`config.mk`:
```
export PLATFORM = sky130hd
export DESIGN_NAME = prio_interrupt_controller
export DESIGN_NICKNAME = d
export VERILOG_FILES = /design/src/rtl/prio_interrupt_controller.sv
export SDC_FILE = /design/constraint.sdc
export NUM_CORES = 1
export LEC_CHECK = 0
export CAP_MARGIN = 20
export CORE_UTILIZATION = 44
export CTS_BUF_LIST = sky130_fd_sc_hd__clkbuf_4 sky130_fd_sc_hd__clkbuf_8 sky130_fd_sc_hd__clkbuf_16
export CTS_CLUSTER_DIAMETER = 30
export CTS_CLUSTER_SIZE = 10
export DETAILED_ROUTE_END_ITERATION = 10
export PLACE_DENSITY = 0.93
export SYNTH_ARGS = -nofsm -noshare
export SYNTH_HDL_FRONTEND = slang
export SYNTH_SLANG_ARGS = --single-unit
```
`constraint.sdc`:
```
create_clock -name clk -period 2.6 [get_ports clk]
set_input_delay 0.39 -clock clk [delete_from_list [all_inputs] [get_ports clk]]
set_output_delay 0.39 -clock clk [all_outputs]
set_load 0.01 [all_outputs]
```
`src/rtl/prio_interrupt_controller.sv`:
```
// Priority interrupt controller: the lowest-index pending source wins. Request to proc_interrupt takes 2 cycles, and there is no backpressure.
// Define INTC_EDGE_DETECT_EN to latch requests on rising edges; the default build latches on level.
module prio_interrupt_controller #(
  parameter int NUM_SRC       = 32,
  parameter int PULSE_LEN     = 7,
  parameter int RETRIG_CYCLES = 0,
  localparam int ID_W         = (NUM_SRC > 1) ? $clog2(NUM_SRC) : 1
) (
  input  logic               clk,
  input  logic               srst,
  input  logic [NUM_SRC-1:0] irq_in,
  input  logic [NUM_SRC-1:0] irq_mask,
  input  logic               irq_clear,
  output logic [NUM_SRC-1:0] pending,
  output logic [NUM_SRC-1:0] service,
  output logic [ID_W-1:0]    service_id,
  output logic               proc_interrupt
);

  typedef enum logic [1:0] {IDLE, PULSE, WAIT} state_t;

  localparam logic [7:0]  PULSE_LAST = 8'(PULSE_LEN - 1);
  localparam logic [15:0] WAIT_LAST  = 16'((RETRIG_CYCLES > 0) ? RETRIG_CYCLES - 1 : 0);

  state_t             state_q, state_d;
  logic [NUM_SRC-1:0] pending_q, pending_d;
  logic [NUM_SRC-1:0] service_q, service_d;
  logic [ID_W-1:0]    service_id_q, service_id_d;
  logic [7:0]         pulse_cnt_q, pulse_cnt_d;
  logic [15:0]        wait_cnt_q, wait_cnt_d;
  logic [NUM_SRC-1:0] set_vec, clr_vec, pick_vec;
  logic [ID_W-1:0]    pick_id;
  logic               ack;

`ifdef INTC_EDGE_DETECT_EN
  logic [NUM_SRC-1:0] irq_hist_q, irq_hist_d;

  always_comb begin
    irq_hist_d = irq_in;
    set_vec    = irq_in & ~irq_hist_q;
  end

  always_ff @(posedge clk) begin
    if (srst) irq_hist_q <= '0;
    else      irq_hist_q <= irq_hist_d;
  end
`else
  assign set_vec = irq_in;
`endif

  // An acknowledge only counts while a source is actually in service.
  assign ack = irq_clear && (state_q != IDLE);

  always_comb begin
    pick_vec = '0;
    pick_id  = '0;
    for (int i = NUM_SRC - 1; i >= 0; i--) begin
      if (pending_q[i]) begin
        pick_vec    = '0;
        pick_vec[i] = 1'b1;
        pick_id     = ID_W'(i);
      end
    end
  end

  always_comb begin
    clr_vec   = ack ? service_q : '0;
    pending_d = irq_mask & (pending_q | set_vec) & ~clr_vec;
  end

  always_comb begin
    state_d      = state_q;
    service_d    = service_q;
    service_id_d = service_id_q;
    pulse_cnt_d  = pulse_cnt_q;
    wait_cnt_d   = wait_cnt_q;
    case (state_q)
      IDLE: begin
        if (|pending_q) begin
          state_d      = PULSE;
          service_d    = pick_vec;
          service_id_d = pick_id;
          pulse_cnt_d  = '0;
        end
      end
      PULSE: begin
        if (pulse_cnt_q == PULSE_LAST) begin
          state_d     = WAIT;
          pulse_cnt_d = '0;
          wait_cnt_d  = '0;
        end else begin
          pulse_cnt_d = pulse_cnt_q + 8'd1;
        end
      end
      WAIT: begin
        if (RETRIG_CYCLES != 0) begin
          if (wait_cnt_q == WAIT_LAST) begin
            state_d     = PULSE;
            wait_cnt_d  = '0;
            pulse_cnt_d = '0;
          end else begin
            wait_cnt_d = wait_cnt_q + 16'd1;
          end
        end
      end
      default: state_d = IDLE;
    endcase
    if (ack) begin
      state_d      = IDLE;
      service_d    = '0;
      service_id_d = '0;
      pulse_cnt_d  = '0;
      wait_cnt_d   = '0;
    end
  end

  always_ff @(posedge clk) begin
    if (srst) begin
      state_q      <= IDLE;
      pending_q    <= '0;
      service_q    <= '0;
      service_id_q <= '0;
      pulse_cnt_q  <= '0;
      wait_cnt_q   <= '0;
    end else begin
      state_q      <= state_d;
      pending_q    <= pending_d;
      service_q    <= service_d;
      service_id_q <= service_id_d;
      pulse_cnt_q  <= pulse_cnt_d;
      wait_cnt_q   <= wait_cnt_d;
    end
  end

  assign pending        = pending_q;
  assign service        = service_q;
  assign service_id     = service_id_q;
  assign proc_interrupt = (state_q == PULSE);

endmodule

```
==> summary.md, run 1 <==
| Metric | Value |
|---|---|
| Fin cells | 643 |
| Starting DRT DRC Count | 256 |
| Routed WL per cell | 16.7 um |
| Worst hold path class | reg -> reg |
| PortBufs | 136 |
| Asr flop ratio synth | 0 |
| Longest Clk Path Bufs | 2 |
| Post-CTS Hold Fix Bufs | 0 |
| Sequential-to-total area share from yosys stat | 0.452 |
| Die area | 0.00831 mm2 |
| MaxCap Viol Count | 0 |
| Crit Path Category | reg -> reg |
| Reg clk slew, reported paths | 90 ps |
| Worst Path Buf+Inv | 1 |
| Synth Instances | 390 |
| Gates resized, CTS repair | 0 |
| DRC | 0 |
| Synthesis Warnings | 0 |
| Critical Path RT | 2840 ps |
| Post-synthesis net count | 459 |
| Ant. Diodes | 0 |
| Post-detail-place hpwl | 7940 um |
| Crit path max-delay family | simple AND/OR/NAND/NOR gates |
| Vias in the first global route | 3,682 |
| Grt total ovfl | 0 |
| DRT Pass-1 Iters | 5 |
| Crit-path max FO | 29 |
| Hold path start | service[30] |
| Dpl cell area | 0.00505 mm2 |
| Setup TNS | 0 ps |
| Dominant synthesized flop cell | dfxtp_1 |
| Number of setup buffers added after CTS | 0 |
| Clock latency on the worst-skew pair | 360 ps |
| Status | completed |
| Hold Path Depth | 1 |
| Fmax | 413 MHz |
| Final setup viols | 0 |
| Worst hold path endpoint | pending[30] |
| RSZ-0062 raised after global routing | no |
| Layout area overhead | 49.9% |
| Critical Path Source Type | flop |
| Largest net degree at the start of global routing | 30 |
| Fin. Hold Viols | 0 |
| Sink Count | 79 |
| H-tree depth | 3 |
| RR Endpoint | service[15] |
| Share of layout cells above drive strength 1 | 0.0998 |
| Vias per cell | 5.88 |
| #FFs+latches synth | 79 |
| Crit-path slowest cell | o21ai_2 |
| Die Span Y | 91.2 um |
| Avg Inst Size Synth | 8.97 um2 |
| Library cells used by synthesis | 58 |
| Design area | 0.00525 mm2 |
| Routability Congestion | 0.930 |
| Period utilisation layout | 0.931 |
| Rel. slew slack | 0.555 |
| Lkg Pwr | 1.86 nW |
| Synthesized area | 0.00350 mm2 |
| IO Pins | 137 |
| CP max stage delay | 470 ps |
| Die W | 91.2 um |
| Final hold slack | 458 ps |
| Root Driver | clkbuf_8 |
| Slew of the pin with the lowest slew margin | 666 ps |
| TritonCTS clock tree | built |
| Critical Path End Type | flop |
| Routed WL | 10,700 um |
| VDD IR-drop max | 0.000310 V |
| First-pass GRT wire length | 17,300 um |
| Num CTS Buffers | 9 |
| Crit-path cells | nor4_2 -> nand4_1 -> o21ai_2 -> buf_12 -> nor4b_2 -> a32o_1 |
| Min cycle time layout | 2420 ps |
| Core area | 0.00773 mm2 |
| Antenna violations before repair | 0 |
| Core Rows | 32 |
| Post-synth EDFFs | 0 |
| Worst r2r path cells | 6 |
| Max-slew violation count | 0 |
| Total power | 2.74 mW |
| Post-placement cell count | 627 |
| GRT Resource Usage Total | 0.260 |
| Via count | 3,783 |
| Worst Clk Skew | 12.4 ps |
| R2r startpoint | pending[11] |
| Antenna viol nets, final | 0 |
| Pwr Density | 523 mW/mm2 |
| Initial Util | 0.453 |
| Arrival @ worst endpoint | 2660 ps |
| Reg-to-reg slack, setup | 180 ps |
| Final #Nets | 605 |
## worst max-delay path by stage
stage / startpoint / end / cells after the start
6_report: pending[11] / service[15] / 6
3_3_place_gp: pending[15] / service[15] / 6
5_1_grt: pending[11] / service[15] / 6
2_1_floorplan: pending[23] / service[27] / 6
4_1_cts: pending[11] / service[15] / 6
3_5_place_dp: pending[11] / service[15] / 6
## final cells by class
type / instances / area [um2]
Inverter: 14 / 52.6
Sequential cell: 79 / 1580
Fill cell: 558 / 2480
Tap cell: 102 / 128
Clock inverter: 5 / 58.8
Timing Repair Buffer: 157 / 1530
Clock buffer: 11 / 139
Multi-Input combinational cell: 275 / 1750
## placed cells by master (no fill, tap or decap), types with 8 or more instances in the layout
master / instances
clkdlybuf4s50_1: 136
dfxtp_1: 79
a21oi_1: 50
o211ai_1: 32
nor2_1: 29
nand2_1: 29
nand3_1: 21
buf_4: 20
inv_1: 14
o21ai_0: 14
clkbuf_8: 9
a32o_1: 8
## through the flow
step,setup slack [ps],util
2_1_floorplan,744,-
3_3_place_gp,372,0.653
3_5_place_dp,220,0.653
4_1_cts,214,0.679
5_1_grt,9.46,0.679
6_report,180,0.679
## report_power, final
part | internal [mW] | switching, mW | total, mW
combinational | 0.270 | 0.250 | 0.520
sequential | 1.25 | 0.0581 | 1.31
clock | 0.465 | 0.447 | 0.912
total | 1.99 | 0.756 | 2.74
## worst reg2reg max path, delay by kind of cell (launching register included)
kind / cells / cell delay, ps
simple gates: 3 / 960
compound gates: 2 / 740
buf+inv: 1 / 230
flops: 1 / 380
## synth_stat cells, types with 3 or more instances
| cell type | instances | share of area |
|---|---|---|
| dfxtp_1 | 79 | 0.45 |
| a21oi_1 | 50 | 0.072 |
| o211ai_1 | 32 | 0.069 |
| nand2_1 | 29 | 0.031 |
| nor2_1 | 29 | 0.031 |
| nand3_1 | 21 | 0.030 |
| inv_1 | 14 | 0.015 |
| o21ai_0 | 14 | 0.020 |
| clkbuf_1 | 10 | 0.011 |
| a32o_1 | 8 | 0.023 |
| a22o_1 | 5 | 0.013 |
| buf_2 | 5 | 0.0071 |
| nor2b_1 | 5 | 0.0089 |
| nor3_1 | 5 | 0.0071 |
| nor4_2 | 5 | 0.018 |
| and3_1 | 4 | 0.0071 |
| nand4_1 | 4 | 0.0071 |
| a211oi_1 | 3 | 0.0064 |
| a311oi_1 | 3 | 0.0075 |
| a31oi_1 | 3 | 0.0054 |
| buf_1 | 3 | 0.0032 |
| nand3b_1 | 3 | 0.0064 |
| nand4b_1 | 3 | 0.0075 |
| nor4_1 | 3 | 0.0054 |
| nor4_4 | 3 | 0.018 |
| o31ai_1 | 3 | 0.0064 |
| o41ai_1 | 3 | 0.0075 |
| or4_1 | 3 | 0.0064 |
## kinds of logic (layout without fill, tap and decap cells)
family	Yosys count	after routing	synth area share
AND/OR/NAND/NOR	135	135	0.231
buffers and inverters	36	187	0.0468
multiplexers	1	1	0.00286
XOR/XNOR	1	1	0.00250
flip-flops	79	79	0.452
adder cells (fa/ha/maj)	2	2	0.00715
AO/OA/AOI/OAI	136	136	0.258
## state kept, by name (all words and copies together) (netlist names)
signal / cells
pending: 32
pulse_cnt_q: 8
service: 32
service_id: 5
state_q: 2
## routing by layer
| metal | up-vias | track usage | part of all wire | wire length [um] |
|---|---|---|---|---|
| met4 | 0 | 0.124 | 0.026 | 277 |
| met5 | - | 0 | 0 | 0 |
| met2 | 197 | 0.438 | 0.49 | 5210 |
| met1 | 1788 | 0.310 | 0.41 | 4360 |
| li1 | 1772 | - | - | - |
| met3 | 26 | 0.0628 | 0.080 | 862 |
Note: power is estimated with default switching activity, not from simulation.
==> run 2, diff against run 1 <==
--- a/config.mk
+++ b/config.mk
@@ -9,7 +9,7 @@
 export CORE_UTILIZATION = 44
 export CTS_BUF_LIST = sky130_fd_sc_hd__clkbuf_4 sky130_fd_sc_hd__clkbuf_8 sky130_fd_sc_hd__clkbuf_16
 export CTS_CLUSTER_DIAMETER = 30
-export CTS_CLUSTER_SIZE = 10
+export CTS_CLUSTER_SIZE = 16
 export DETAILED_ROUTE_END_ITERATION = 10
 export PLACE_DENSITY = 0.93
 export SYNTH_ARGS = -nofsm -noshare
==> results of run 2 <==
The final DEF is identical to that of run 1; final timing and power are the same.
